`src/rtl/fetch_queue.sv`:
```
// Instruction fetch unit: PC generation, pipelined I-cache requests with per-request kill bits,
// credit-based instruction queue. Optional branch-predictor use under `FETCH_BP_EN.
module fetch_queue #(
  parameter logic [31:0] RESET_VECTOR    = 32'h8000_0000,
  parameter int unsigned IBUF_DEPTH      = 8,
  parameter int unsigned MAX_OUTSTANDING = 2
) (
  input  logic                        clk,
  input  logic                        reset,
  input  logic                        trap_i,
  input  logic [31:0]                 trap_vector_i,
  input  logic                        mret_i,
  input  logic [31:0]                 mret_vector_i,
  input  logic                        br_mispredict_i,
  input  logic [31:0]                 br_target_i,
  input  logic                        wfi_i,
  output logic [31:0]                 bp_pc_o,
  input  logic                        bp_hit_i,
  input  logic [31:0]                 bp_target_i,
  output logic                        icache_req_valid_o,
  input  logic                        icache_req_ready_i,
  output logic [31:0]                 icache_req_addr_o,
  input  logic                        icache_resp_valid_i,
  output logic                        icache_resp_ready_o,
  input  logic [31:0]                 icache_resp_data_i,
  output logic                        instr_valid_o,
  input  logic                        instr_ready_i,
  output logic [31:0]                 instr_pc_o,
  output logic [31:0]                 instr_next_pc_o,
  output logic [31:0]                 instr_o,
  output logic                        instr_pred_taken_o,
  output logic                        instr_exc_o,
  output logic [3:0]                  instr_ecause_o,
  output logic [$clog2(IBUF_DEPTH):0] ibuf_count_o
);

  localparam int unsigned QW = $clog2(IBUF_DEPTH);
  localparam int unsigned CW = QW + 1;
  localparam int unsigned FW = (MAX_OUTSTANDING > 1) ? $clog2(MAX_OUTSTANDING) : 1;
  localparam int unsigned IW = $clog2(MAX_OUTSTANDING + 1);

  typedef struct packed {
    logic [31:0] pc;
    logic [31:0] npc;
    logic        pred;
  } req_t;

  typedef struct packed {
    logic [31:0] pc;
    logic [31:0] npc;
    logic [31:0] data;
    logic        pred;
    logic        exc;
  } ent_t;

  logic [31:0]          pc;
  logic                 exc_stall;
  req_t                 fl_mem [MAX_OUTSTANDING];
  logic [MAX_OUTSTANDING-1:0] fl_kill;
  logic [FW-1:0]        fl_head, fl_tail;
  logic [IW-1:0]        inflight;
  ent_t                 q_mem [IBUF_DEPTH];
  logic [QW-1:0]        q_head, q_tail;
  logic [CW-1:0]        count;

  logic        redirect, credit_ok, req_valid, req_fire, resp_fire, resp_keep;
  logic        exc_push, q_push, q_pop, pred;
  logic [31:0] target, seq_pc, npc;
  ent_t        q_wdata, head;

  function automatic logic [FW-1:0] fl_next(input logic [FW-1:0] p);
    if (32'(p) == MAX_OUTSTANDING - 1) return '0;
    return p + 1'b1;
  endfunction

  assign redirect = trap_i | mret_i | br_mispredict_i;
  assign target   = trap_i ? trap_vector_i : (mret_i ? mret_vector_i : br_target_i);
  assign seq_pc   = pc + 32'd4;

`ifdef FETCH_BP_EN
  assign npc  = bp_hit_i ? bp_target_i : seq_pc;
  assign pred = bp_hit_i;
`else
  assign npc  = seq_pc;
  assign pred = 1'b0;
  logic unused_bp;
  assign unused_bp = ^{bp_hit_i, bp_target_i};
`endif

  // Queue slots are reserved at issue time, so responses never need back-pressure.
  assign credit_ok = (32'(inflight) < MAX_OUTSTANDING) &&
                     ((32'(inflight) + 32'(count)) < IBUF_DEPTH);
  assign req_valid = !reset && !wfi_i && !exc_stall && (pc[1:0] == 2'b00) && credit_ok;
  assign req_fire  = req_valid && icache_req_ready_i;
  assign resp_fire = !reset && icache_resp_valid_i && (inflight != '0);
  assign resp_keep = resp_fire && !fl_kill[fl_head] && !redirect;
  assign exc_push  = !reset && !exc_stall && (pc[1:0] != 2'b00) && (inflight == '0) &&
                     (32'(count) < IBUF_DEPTH) && !redirect;
  assign q_push    = resp_keep || exc_push;
  assign q_pop     = !reset && (count != '0) && instr_ready_i;

  always_comb begin
    q_wdata = '0;
    if (exc_push) begin
      q_wdata.pc  = pc;
      q_wdata.npc = seq_pc;
      q_wdata.exc = 1'b1;
    end else begin
      q_wdata.pc   = fl_mem[fl_head].pc;
      q_wdata.npc  = fl_mem[fl_head].npc;
      q_wdata.data = icache_resp_data_i;
      q_wdata.pred = fl_mem[fl_head].pred;
    end
  end

  always_ff @(posedge clk) begin
    if (req_fire) fl_mem[fl_tail] <= '{pc: pc, npc: npc, pred: pred};
    if (q_push)   q_mem[q_tail]   <= q_wdata;
  end

  always_ff @(posedge clk) begin
    if (reset) begin
      pc        <= RESET_VECTOR;
      exc_stall <= 1'b0;
      fl_kill   <= '0;
      fl_head   <= '0;
      fl_tail   <= '0;
      inflight  <= '0;
      q_head    <= '0;
      q_tail    <= '0;
      count     <= '0;
    end else begin
      if (redirect)      pc <= target;
      else if (req_fire) pc <= npc;

      if (redirect)      exc_stall <= 1'b0;
      else if (exc_push) exc_stall <= 1'b1;

      // A request issued in a redirect cycle is born killed.
      if (redirect) fl_kill <= '1;
      if (req_fire) begin
        fl_kill[fl_tail] <= redirect;
        fl_tail          <= fl_next(fl_tail);
      end
      if (resp_fire) fl_head <= fl_next(fl_head);
      inflight <= inflight + IW'(req_fire) - IW'(resp_fire);

      if (redirect) begin
        q_head <= '0;
        q_tail <= '0;
        count  <= '0;
      end else begin
        if (q_push) q_tail <= q_tail + 1'b1;
        if (q_pop)  q_head <= q_head + 1'b1;
        count <= count + CW'(q_push) - CW'(q_pop);
      end
    end
  end

  assign head                = q_mem[q_head];
  assign bp_pc_o             = pc;
  assign icache_req_valid_o  = req_valid;
  assign icache_req_addr_o   = pc;
  assign icache_resp_ready_o = !reset;
  assign instr_valid_o       = !reset && (count != '0);
  assign instr_pc_o          = head.pc;
  assign instr_next_pc_o     = head.npc;
  assign instr_o             = head.data;
  assign instr_pred_taken_o  = head.pred;
  assign instr_exc_o         = !reset && (count != '0) && head.exc;
  assign instr_ecause_o      = '0;
  assign ibuf_count_o        = count;

endmodule

```
`config.mk`:
```
export PLATFORM = sky130hd
export DESIGN_NAME = fetch_queue
export DESIGN_NICKNAME = d
export VERILOG_FILES = /design/src/rtl/fetch_queue.sv
export SDC_FILE = /design/constraint.sdc
export NUM_CORES = 1
export LEC_CHECK = 0
export CORE_UTILIZATION = 62
export DETAILED_ROUTE_END_ITERATION = 12
export GPL_TIMING_DRIVEN = 0
export HOLD_SLACK_MARGIN = 0.03
export PLACE_DENSITY = 0.85
export SYNTH_ARGS = -nofsm -noshare
export SYNTH_HDL_FRONTEND = slang
export SYNTH_SLANG_ARGS = --single-unit
```
`constraint.sdc`:
```
create_clock -name clk -period 25.7 [get_ports clk]
set_input_delay 7.71 -clock clk [delete_from_list [all_inputs] [get_ports clk]]
set_output_delay 7.71 -clock clk [all_outputs]
set_load 0.1 [all_outputs]
```
Yosys cells after proc, flatten, opt, wreduce, memory -nomap -nowiden
Memories as Yosys holds them, arrays and structs flattened. A register that Yosys moved wholly into a read port is not among the register bits.
Cells that the tools add are included.
{ "classes": {"n_bitwise": 2, "muxes": 33, "reduce_logical": 32, "magnitude_cmp": 6, "add_sub_neg": 10} }
{ "op_table": {"columns": ["cell", "count"], "rows": [
  ["32-bit two-way mux", 4],
  ["64-bit two-way mux", 1],
  ["33-bit two-way mux", 1],
  ["32-bit by 3-bit adder with 32-bit output (second input constant)", 1],
  ["1-bit two-way mux", 20],
  ["1-bit logical AND", 19],
  ["3-bit by 1-bit adder with 3-bit output (second input constant)", 2],
  ["2-bit two-way mux", 3],
  ["3-bit two-way mux", 2],
  ["2-bit nonzero test", 3],
  ["2-bit by 4-bit adder with 5-bit output", 1],
  ["1-bit zero test", 5],
  ["5-bit by 4-bit less-than comparator with 1-bit output (second input constant)", 1],
  ["4-bit by 1-bit adder with 4-bit output", 1],
  ["2-bit zero test", 2],
  ["1-bit by 2-bit less-than comparator with 1-bit output (second input constant)", 2],
  ["4-bit less-than comparator (second input constant)", 1],
  ["4-bit nonzero test", 1],
  ["4-bit by 1-bit subtractor with 4-bit output", 1],
  ["1-bit adder (second input constant)", 2],
  ["2-bit by 1-bit adder with 2-bit output", 1],
  ["2-bit bitwise mux", 1],
  ["2-bit less-than comparator (second input constant)", 1],
  ["1-bit bitwise OR", 2],
  ["other kinds (5)", 5]
]} }
{ "word_totals": {"out_inout_bits": 173, "register_bits": 49, "ram_bits": 912, "memories": 2, "word_cells": 94} }
{ "memory_table": {"columns": ["name", "depth", "word_bits", "rd", "rd_ports_with_merged_regs", "write_ports", "line_no", "rtl"], "rows": [
  ["q_mem", 8, 98, 1, 1, 1, "62", "ent_t q_mem [IBUF_DEPTH];"],
  ["fl_mem", 2, 64, 1, 1, 1, "58", "req_t fl_mem [MAX_OUTSTANDING];"]
]} }

Depth between registers and ports, before layout
Gate-level depths: netlist (run 1).
{ "logic_depth": {"word_depth": 9, "ltp_mapped": 13, "ltp_nobuf": 12} }

Worst setup path after synthesis (run 1)
Ideal clock, no wire load.
{ "synth_timing": {"path_type": "input to register", "start": "input port mret_i", "end": "memory q_mem[1][0] (netlist bit) (enable)", "path_slack_ns": 6.406, "cell_stages": 6, "path_buffers": 2, "t_required_ns": 24.884, "t_arrival_ns": 18.478, "cell_sequence": "clkbuf_1 > or3_1 > clkbuf_1 > nor2_4 > o21ai_2 > nor4b_1"} }
{ "synth_via": {"elab_chain_len": 7, "word_cells_on_any_way": 8, "classes_between": "mux: 2; bitwise: 2; reduce/logical: 4"} }
{ "synth_rtl": {"columns": ["element", "line_no", "rtl"], "rows": [
  ["start: declaration", "12", "input logic mret_i,"],
  ["1-bit bitwise OR * (2 in series)", "76", "assign redirect = trap_i | mret_i | br_mispredict_i;"],
  ["1-bit zero test *", "96, 98", null],
  ["1-bit logical AND (on tied branches)", "96, 98", null],
  ["1-bit logical OR *", "99", "assign q_push = resp_keep || exc_push;"],
  ["1-bit two-way mux *", "118", "if (q_push) q_mem[q_tail] <= q_wdata;"],
  ["1-bit two-way mux (not written as such) *", "118", null],
  ["end: declaration", "62", null]
]} }
Every way passes the cells marked *; elsewhere a longest branch is shown, timed or not.

Final worst setup path (run 1)
{ "layout_timing": {"start": "input port reset", "end": "output port icache_resp_ready_o"} }
{ "layout_via": {"elab_chain_len": 1} }
{ "layout_rtl": {"columns": ["element", "line_no", "rtl"], "rows": [
  ["start: declaration", "9", "input logic reset,"],
  ["1-bit zero test", "164", "assign icache_resp_ready_o = !reset;"],
  ["end: declaration", "24", "output logic icache_resp_ready_o,"]
]} }
Every way passes these cells.

==> impl_results.md, run 1 <==
- Status: completed
- Die extent in x: approximately 250 um
- Worst skew pair latency: approximately 650 ps
- Buffer and inverter count on the worst path: 5
- Clock Skew: about 27 ps
- Vias in the first global route: between 20000 and 25000
- Flops & latches, synth: 937
- R2R setup slack: approximately 21000 ps
- Placed Cells: 3193
- Avg WL per Cell: 30.6 um
- Slowest-stage cell, CP: clkdlybuf4s50_1
- CP endpoint kind: output pin
- Global-route wire length before repair: 148 mm
- Gates resized, CTS repair: 0
- Ys flop type: edfxtp_1
- Port Buffers: approximately 300
- DPL Wire Length: ~70 mm
- Number of flops mapped to enable cells by yosys: around 900
- Standard-cell rows: 90
- Maximum clock frequency: ~55 MHz
- Post-synthesis sequential area ratio: 73.0%
- FF-to-FF path depth: 14
- Critical path cell sequence: buf_4, inv_1, clkbuf_1, clkbuf_1, clkdlybuf4s50_1
- Remaining Overflow, GRT: 0
- Remaining antenna violation count: 0
- CTS max path bufs: 3
- DIE HEIGHT: 249 um
- Num Clock Sinks: about 940
- Synth top cells by count: edfxtp_1, mux4_2, mux2_2
- Post-CTS Setup Repair Bufs: 0
- Final setup TNS: 0 ps
- Routed wire length: roughly 100 mm
- Largest net degree at the start of global routing: 32
- Drt first pass iters: 6
- Power, Total: between 3 and 4 mW
- Max IR drop VDD: roughly 0.056 mV
- Layout cells sized above 1: between 20% and 30%
- Syn-to-layout area delta: 21.1%
- Cell family with most CP delay: buffers and inverters
- GPL Wtd Cong: 0.988
- Final worst slack: about 7600 ps
- Post-synth top area share: a little over two thirds
- HP Start: fl_kill[1]
- Post-Place Worst Slack: between 7000 and 8000 ps
- Total number of vias: roughly 22000
- Slew @ Worst Pin: about 1300 ps
- Slowest stage delay, CP: between 1000 and 1500 ps
- Worst setup SP type: input port
- Final cell count without fillers: 3347
- Area leader, netlist: edfxtp_1
- GRT Resource Usage Total: between 30% and 40%
- Synth top area cells: edfxtp_1, mux4_2, mux2_2
- Slew Limit Fails: 0
- H-tree Lvls: 3
- R2R Path Start: bp_pc_o[1]
- CORE AREA: 60400 um^2
- CP Data Required Time: approximately 18000 ps
- Max-Cap Viols: 0
- Final setup violation count: 0
- CTS buffer count: 87
- CTS root buf: clkbuf_16
- Final Critical Period: 18060 ps
- Fillers: between 3000 and 4000
- CTS tree: built
- RSZ-0062 raised after global routing: no
- Residual DRC: 0
- Synthesized area per cell: around 19 um^2
- Pwr dens: 69.4 nW/um^2
- Final cycle utilization of the critical path: about 70%
- Multi-input logic area: about 9400 um^2
- Count leader, synth: edfxtp_1
- Worst min path class: reg2reg
- Reg area: between 20000 and 30000 um^2
- Asr flop ratio synth: 0%
- Worst-path clk slew: roughly 60 ps
- Final Hold Viols: 0
- Most used cell, CP: clkbuf_1
- DR vias/cell: 6.63
- Hold depth: 2
- Initial DRC count: approximately 2700
- Hold buffers post-CTS: 0
- Relative slew slack: 14.8%
- Hold_ws: about 500 ps
- Critical path class: in2out
- Initial Utilization: 62.7%
- Worst Hold Path EP: fl_kill[1]
- YS warnings: 0
- Cell Area, Synth: between 30000 and 40000 um^2
- Leak pwr: roughly 15 nW
- Initial antenna violation count: 1
- Distinct cell type count after synthesis: a little over 70
- Reg-to-reg endpoint: q_mem[2][27]
- Io pins: about 340
- CP Data Arrival Time: about 10000 ps
- Total die area: approximately 62000 um^2
- Syn Inst Count: between 1500 and 2000
- Max Fanout on Critical Path: 10
- Final #Nets: around 2700
per-layer routing:
| metal | up-vias | global-route usage, % | wire length, um |
|---|---|---|---|
| li1 | 9012 | - | - |
| met3 | 281 | 6.55 | 10500 |
| met4 | 0 | 14.7 | 4680 |
| met5 | - | 0 | 0 |
| met2 | 1618 | 55.8 | 51100 |
| met1 | 11275 | 43.0 | 36200 |
cell families after synthesis:
family,after synthesis,share of synthesized area [%]
DFF,937,73.0
other,1,0.00991
AOI/OAI and AO/OA,216,3.88
adders and majority gates,13,0.450
xor gates and xnor gates,37,0.856
muxes,352,15.9
and+or+nand+nor,255,3.53
buffers and inverters,188,2.41
layout make-up:
type	instances	share of cell area (%)
Antenna cell	1	0.00546
Buffer	160	1.76
Clock buffer	110	5.19
Clock inverter	43	0.795
Inverter	28	0.229
Multi-Input combinational cell	878	20.5
Sequential cell	937	60.3
Tap cell	782	2.14
Timing Repair Buffer	408	9.11
worst register-to-register path, cell delays in order, from the launching register on:
cell     delay, ps
dfxtp_1        630
nor2_1         240
nor2_1         390
o21ai_2        250
nor4b_2        980
buf_6          260
buf_6          150
buf_6          140
buf_4          160
buf_4          200
buf_6          170
buf_4          200
buf_4          190
buf_4          200
buf_4          200
worst max path at each step:
stage | startpoint | to | slack (ps) | cells past startpoint
after floorplan | mret_i | q_mem[1][0] | 6410 | 6
after global placement | br_mispredict_i | q_mem[1][32] | -3860 | 6
after detailed placement | reset | icache_resp_ready_o | 7770 | 5
after CTS | reset | icache_resp_ready_o | 7760 | 5
after global routing | reset | icache_resp_ready_o | 7670 | 5
final | reset | icache_resp_ready_o | 7640 | 5
metrics by stage:
| step | area, um^2 | util, % |
|---|---|---|
| finish | 45800 | 75.9 |
| global route | 45800 | 75.9 |
| CTS | 45800 | 75.9 |
| detailed placement | 43100 | 71.4 |
| global placement | 41800 | 69.3 |
| floorplan | 37900 | - |
cells in the final DEF (no fill, tap or decap), drive strengths merged, types with 7 or more instances in the layout:
cell type      netlist  routed
clkinv               0      33
mux2                96      96
xnor2               22      22
edfxtp             884     884
nand4                8       8
a221o               14      14
clkbuf              80     190
clkdlybuf4s50        0     301
mux2i               66      66
xor2                15      15
a21oi               24      24
ha                  12      12
nor2                56      56
nor4                 9       9
buf                 80     187
o21ai               76      76
nand3               21      21
and2                34      34
o31ai                7       7
nor3                19      19
a21o                18      18
mux4               190     190
inv                 28      29
dfxtp               53      53
nand2               73      73
o211ai              12      12
a22oi                8       8
a221oi               7       7
sequential cells by signal, indices dropped and copies added (netlist names), 2 cells and up, named ones only:
register	count
q_tail	3
ibuf_count_o	4
fl_mem	124
q_mem	760
inflight	2
fl_kill	2
q_head	3
bp_pc_o	32
where the power goes:
part	total, mW	internal (mW)	leakage (nW)	switching (mW)
combinational	0.229	0.0672	4.97	0.162
sequential	1.71	1.69	8.40	0.0183
clock	1.24	0.704	1.34	0.540
Note: power is estimated with default switching activity, not from simulation.
==> run 2, diff against run 1 <==
--- a/config.mk
+++ b/config.mk
@@ -5,11 +5,11 @@
 export SDC_FILE = /design/constraint.sdc
 export NUM_CORES = 1
 export LEC_CHECK = 0
-export CORE_UTILIZATION = 62
+export CORE_UTILIZATION = 52
 export DETAILED_ROUTE_END_ITERATION = 12
 export GPL_TIMING_DRIVEN = 0
 export HOLD_SLACK_MARGIN = 0.03
-export PLACE_DENSITY = 0.85
+export PLACE_DENSITY = 0.76
 export SYNTH_ARGS = -nofsm -noshare
 export SYNTH_HDL_FRONTEND = slang
 export SYNTH_SLANG_ARGS = --single-unit
==> constraint.sdc (replaced) <==
create_clock -name clk -period 15.9 [get_ports clk]
set_input_delay 4.77 -clock clk [delete_from_list [all_inputs] [get_ports clk]]
set_output_delay 4.77 -clock clk [all_outputs]
set_load 0.1 [all_outputs]
==> run 2 against run 1 <==
Total power rose by 64%; clock power rose by 68%; sequential power rose by 61%; critical path depth did not move; global-route usage fell by 7.4 points; count of clock-buffer cells in the layout rose by 2; worst setup slack got worse by 3900 ps; die area rose by 19%; non-clock buffer count fell by 13; sequential cell count did not move; final cell count rose by 4.9%; critical endpoint unchanged.
==> impl_results.md, run 2 (synthesized netlist as in run 1, its figures left out) <==
- Power Internal: between 4 and 5 mW
- Total die area: 73900 um^2
- Remaining Overflow, GRT: 0
- CTS max path bufs: 3
- Buffer and inverter count on the worst path: 5
- Total number of vias: around 21000
- Largest net degree at the start of global routing: 33
- HP Start: fl_kill[0]
- Reg power frac: approximately 53%
- DIE HEIGHT: about 270 um
- Fillers: 4760
- Relative slew slack: 16.1%
- Worst min path class: reg2reg
- Initial DRC count: around 2200
- GPL Wtd Cong: between 0.9 and 1
- Io pins: between 300 and 400
- Gates resized, CTS repair: 0
- Slew @ Worst Pin: around 1200 ps
- CP Data Arrival Time: 7420 ps
- DR vias/cell: a little over 6
- Max-Cap Viols: 0
- Final cell count without fillers: between 3000 and 4000
- Max Fanout on Critical Path: 10
- RSZ-0062 raised after global routing: no
- Syn-to-layout area delta: 22.0%
- Top reg by flops: q_mem
- Leak pwr: approximately 15 nW
- Die extent in x: about 270 um
- Worst Setup SP: reset
- CP endpoint kind: output pin
- P_sw: around 1.2 mW
- Final cycle utilization of the critical path: 76.6%
- Sw frac: approximately 22%
- Residual DRC: 0
- CORE AREA: roughly 72000 um^2
- Maximum clock frequency: slightly above 80 MHz
- Placed Cells: 3348
- Drt first pass iters: 5
- Final setup violation count: 0
- CP Data Required Time: 11130 ps
- Avg WL per Cell: 27.4 um
- Worst-path clk slew: approximately 70 ps
- Initial Utilization: 52.8%
- Global-route wire length before repair: between 100 and 150 mm
- CTS tree: built
- Part of the power in the clock network: approximately two fifths
- Status: completed
- H-tree Lvls: 3
- Post-CTS Setup Repair Bufs: 0
- Initial antenna violation count: 3
- Critical path class: in2out
- Routed wire length: 96.2 mm
- Final Hold Viols: 0
- DPL Wire Length: between 60 and 70 mm
- CTS root buf: clkbuf_16
- Final #Nets: between 2000 and 3000
- Most used cell, CP: clkbuf_1
- Pwr dens: roughly 110 nW/um^2
- GRT Resource Usage Total: a little over a quarter
- Worst skew pair latency: between 600 and 700 ps
- Comb pwr share: under 10%
- Cell family with most CP delay: buffers and inverters
- Commonest non-fill, non-tap cell in the layout: edfxtp_1
- R2R setup slack: 12130 ps
- R2R Path Start: bp_pc_o[1]
- Multi-input logic area: roughly 9400 um^2
- Final Critical Period: about 12000 ps
- Slowest stage delay, CP: around 1300 ps
- Standard-cell rows: between 90 and 100
- Vias in the first global route: roughly 22000
- Remaining antenna violation count: 0
- Num Clock Sinks: ~940
- Reg area: about 28000 um^2
- Worst setup SP type: input port
- CTS buffer count: 89
- Largest register FFs: 760
- Clock Skew: 23.9 ps
- Max IR drop VDD: around 0.07 mV
- Hold buffers post-CTS: 0
- Slew Limit Fails: 0
- Most frequent cells in the layout: edfxtp_1, clkdlybuf4s50_1, mux4_2
- Critical path cell sequence: buf_4, inv_1, clkbuf_1, clkbuf_1, clkdlybuf4s50_1
- Final core utilization: 64.3%
- Layout cells sized above 1: 23.9%
- Port Buffers: roughly 300
- Slowest-stage cell, CP: clkdlybuf4s50_1
## run 2: changes by cell type in the layout (fill, tap and decap cells not counted), sizes merged
cell / previous run / this run
inv: 29 / 32
clkinv: 33 / 35
buf: 187 / 174
clkbuf: 190 / 192
bufinv: 5 / 8
## run 2: layout make-up
cell class,count,area share [%]
inverters,28,0.228
well taps,950,2.58
flip-flops and latches,937,59.8
diodes,1,0.00542
plain buffers,160,1.75
clock buffers,112,5.17
clock inverters,51,0.995
repair buffers,395,9.05
multi-input cells,878,20.4
## run 2: worst paths after layout
check / end / depth (start not counted)
hold / removal: fl_kill[0] / 2
setup reg to reg: q_mem[0][16] / 10
hold reg to reg: fl_kill[0] / 2
setup / recovery: icache_resp_ready_o / 5
## run 2: metrics by stage
| stage | hold WS [ps] | cell area (um^2) | setup slack (ps) | power [mW] | TNS [ps] |
|---|---|---|---|---|---|
| 5_1_grt | 530 | 46100 | 3690 | 5.32 | 0 |
| 4_1_cts | 497 | 46100 | 3750 | 5.22 | 0 |
| 2_1_floorplan | 449 | 37900 | 356 | 3.03 | 0 |
| 3_5_place_dp | 488 | 43300 | 3760 | 3.17 | 0 |
| 6_report | 497 | 46100 | 3710 | 5.20 | 0 |
| 3_3_place_gp | 464 | 42100 | -9550 | 3.16 | -2980410 |
## run 2: power by group through the flow
stage / Clock [mW] / Combinational (mW) / Sequential (mW)
2_1_floorplan: 0 / 0.192 / 2.84
3_3_place_gp: 0 / 0.346 / 2.81
3_5_place_dp: 0 / 0.357 / 2.81
4_1_cts: 2.10 / 0.359 / 2.76
5_1_grt: 2.19 / 0.374 / 2.76
6_report: 2.08 / 0.360 / 2.76
## run 2: worst reg2reg max path: stages (launching register included)
cell     delay, ps
dfxtp_1        730
nor2_1         180
nor2_1         370
o21ai_2        260
nor4_2         740
buf_6          240
buf_4          190
buf_4          200
buf_6          160
buf_4          190
buf_4          200
## run 2: routing by layer
layer	GRT usage, %	wire length [um]
met1	35.0	37100
met2	44.0	48400
met3	3.99	8010
met4	7.97	2580
met5	0	30
==> edit 1 (settings of run 2) <==
The option `FETCH_BP_EN` is turned on by a define.
--- a/src/rtl/fetch_queue.sv
+++ b/src/rtl/fetch_queue.sv
@@ -2,2 +2,4 @@
 // credit-based instruction queue. Optional branch-predictor use under `FETCH_BP_EN.
+`define FETCH_BP_EN
+
 module fetch_queue #(
Function: changed (Yosys sat finds a counterexample within 4 cycles, from zero or initial values and one cycle with reset high).
==> edit 1 against run 2 <==
Area after synthesis is 3.4% higher. Critical endpoint is now instr_exc_o. First-iteration DRC count is 12% higher. Setup slack worse by 0.20 ns. Total power is 4.6% higher. Routed wire length is 6.7% higher. Design area is 3.8% higher. Sequential cell count is 30 higher. Sequential power is 3% higher. Final cell count is 3.4% higher.
==> edit 1: results (changes against run 2) <==
| Metric | Value |
|---|---|
| Port bufs | `337 (+12%)` |
| M2 GR Usage | `45.4% (+1.4 points)` |
| Post-Route WL | `103 mm (+6.7%)` |
| Worst relative slew slack | `3.51% (-13 points)` |
| Post-synthesis adder-cell area fraction | `0.403% (-0.047 points)` |
| Antenna violations before repair | `1 (-2)` |
| Fin util | `64.3% (about the same)` |
| Final setup margin | `3.51 ns (-0.202 ns)` |
| Most frequent cells after synthesis | `edfxtp_1, mux4_2, mux2_2` |
| Slowest stage delay, CP | `1.27 ns (-0.02 ns)` |
| Global-route wire length before repair | `149 mm (+6.2%)` |
| Area of the multi-input gates | `9760 µm² (+3.7%)` |
| Post-synthesis mux area share | `16.4% (+0.44 points)` |
| Clock Skews | `0.0299 ns (+0.00601 ns)` |
| Synth cell types | `61 (-15%)` |
| Layout Nets | `2766 (+3.5%)` |
| WL/cell | `28.3 µm (+3.2%)` |
| Initial drt markers | `2431 (+12%)` |
| Placed Area | `44800 µm² (+3.5%)` |
| Worst hold slack | `0.484 ns (-0.0130 ns)` |
| Number of flops mapped to enable cells by yosys | `914 (+3.4%)` |
| Synth Area in Compound Gates | `3.55% (-0.33 points)` |
| FFs w/ async S/R, synth | `0% (unchanged)` |
| P_sw | `1.23 mW (+5.3%)` |
| Antenna Cells | `0 (-1)` |
| R2r setup slk | `12.17 ns (+0.04 ns)` |
| Static Leak | `15.2 nW (+3.1%)` |
| Dominant cells by area after synthesis | `edfxtp_1, mux4_2, mux2_2` |
| Seq area share | `59.5% (-0.31 points)` |
| Critical Path AT | `7.62 ns (+0.20 ns)` |
| Sequential-to-total area share from yosys stat | `72.9% (-0.098 points)` |
| Clock sink total | `967 (+3.2%)` |
| Gr usage total | `26.9% (+0.83 points)` |
| Fillers | `4955 (+4.1%)` |
| Top Metal Used | `met4` |
| Final Wtd Congestion | `0.970 (+4.6%)` |
| Inverter count | `13 (-54%)` |
| Tapcells inserted | `969 (+2.0%)` |
| Placed cells | `3458 (+3.3%)` |
| Syn Area/Cell | `18.7 µm² (-1.2%)` |
| DR WL met2 | `51.6 mm (+6.5%)` |
| CP max FO | `6 (-4)` |
| Num CTS Buffers | `93 (+4.5%)` |
| Post-DP HPWL | `70.4 mm (+6.0%)` |
| Status | `complete, no violations` |
| Depth of the CTS H-tree | `3 (unchanged)` |
| XOR/XNOR Fraction of Synth Area | `0.783% (-0.073 points)` |
| Worst VDD drop | `0.0755 mV (+6.0%)` |
| Largest net degree at the start of global routing | `46 (+39%)` |
| Buffering overhead | `11.0% (+0.22 points)` |
| Max reg flops | `784 (+3.2%)` |
| Met1 GRT Util | `35.2% (+0.15 points)` |
| Met3 GRT Util | `4.76% (+0.77 points)` |
==> edit 1: power by group through the flow <==
stage	clock (mW)	sequential (mW)	combinational [mW]
after floorplan	0	2.93	0.189
after global placement	0	2.90	0.358
after detailed placement	0	2.90	0.370
after CTS	2.24	2.85	0.372
after global routing	2.33	2.85	0.389
final	2.21	2.85	0.376
==> edit 1: final timing paths <==
| kind | from | endpoint | depth (start not counted) |
|---|---|---|---|
| setup reg to reg | bp_pc_o[0]$_SDFFE_PP0P_ | q_mem[5][42]$_DFFE_PP_ | 7 |
| hold / removal | fl_kill[1]$_SDFF_PP0_ | fl_kill[1]$_SDFF_PP0_ | 2 |
| setup / recovery | reset | instr_exc_o | 4 |
| hold reg to reg | fl_kill[1]$_SDFF_PP0_ | fl_kill[1]$_SDFF_PP0_ | 2 |
==> edit 2 (settings of run 2) <==
Without the edit above. Put one more register stage on the output `ibuf_count_o`, with the module's reset. The value now appears one clock later. The other outputs are not delayed to match.
--- a/src/rtl/fetch_queue.sv
+++ b/src/rtl/fetch_queue.sv
@@ -171,3 +171,9 @@
   assign instr_ecause_o      = '0;
-  assign ibuf_count_o        = count;
+  always_ff @(posedge clk) begin
+    if (reset) begin
+      ibuf_count_o <= '0;
+    end else begin
+      ibuf_count_o <= count;
+    end
+  end
 
Check against the original RTL: not equivalent (Yosys sat finds a counterexample within 4 cycles, from zero or initial values and one cycle with reset high).
==> edit 2 against run 2 <==
Design area decreased by 0.40%. Sequential cell count increased by 4. Sequential power about the same. Setup slack got worse by 0.12 ns. Final cell count increased by 0.34%. Global-route usage decreased by 0.17 points. Sequential share of layout area increased by 0.41 points. Total power increased by 0.12%. Area after synthesis decreased by 0.24%. Synthesized cell count decreased by 0.10%. Routed wire length decreased by 0.68%.
==> edit 2: results (changes against run 2) <==
| Metric | Value |
|---|---|
| Status | `complete, no violations` |
| Critical R2R Launch | `bp_pc_o[0]$_SDFFE_PP0P_` |
| Final cell count without fillers | `3524 (+0.34%)` |
| Worst VDD drop | `0.0933 mV (+31%)` |
| Clock Skews | `0.0212 ns (-0.00269 ns)` |
| Max Fclk | `81.2 MHz (-0.99%)` |
| Sequential-to-total area share from yosys stat | `73.3% (+0.39 points)` |
| Multi-input combinational area share | `20.1% (-0.30 points)` |
| Buffering overhead | `10.7% (-0.12 points)` |
| Final Total Pwr | `5.20 mW (+0.12%)` |
| Slowest stage delay, CP | `1.21 ns (-0.08 ns)` |
| Fin util | `64.2% (-0.14 points)` |
| Hold wc startpoint | `exc_stall$_SDFFE_PP0P_` |
| Critical Path AT | `7.54 ns (+0.12 ns)` |
| Worst hold slack | `0.480 ns (-0.0161 ns)` |
| Most frequent cells after synthesis | `edfxtp_1, mux4_2, mux2_2` |
| FF-to-FF End | `q_mem[1][84]$_DFFE_PP_` |
| Antenna violations before repair | `1 (-2)` |
| Layout Nets | `2684 (+0.45%)` |
| WL/cell | `27.1 µm (-1.0%)` |
| Post-DP HPWL | `66.8 mm (+0.66%)` |
| Placed cells | `3359 (+0.33%)` |
| Dominant cells by area after synthesis | `edfxtp_1, mux4_2, dfxtp_1` |
| Logic gate share of total power | `7.1% (+0.2 points)` |
| Final Wtd Congestion | `0.910 (-1.9%)` |
## edit 2: per-layer routing
layer / track usage, % / routed length (µm) / vias to the layer above
met5: 0 / 13 / -
met4: 8.04 / 2400 / 2
met3: 4.45 / 8040 / 150
met2: 43.1 / 47700 / 1139
met1: 35.0 / 37400 / 10900
li1: - / - / 9033
## edit 2: logic make-up (layout without fill, tap and decap cells)
logic type	Yosys count	after routing	synth area share [%]
AO/OA/AOI/OAI	203	203	3.69
XOR/XNOR	38	38	0.882
flip-flops	941	941	73.3
AND/OR/NAND/NOR	268	268	3.54
other	1	5	0.00993
adder cells (fa/ha/maj)	13	13	0.451
multiplexers	343	343	15.7
buffers and inverters	190	763	2.39
## edit 2: worst register-to-register path: stages, from the launching register on
cell     delay, ns
dfxtp_1       0.60
nor2_1        0.14
nor4b_1       0.67
o21ai_1       0.46
nor4b_2       0.76
buf_4         0.33
buf_4         0.21
buf_4         0.21
buf_4         0.22
buf_6         0.17
buf_4         0.19
buf_4         0.21
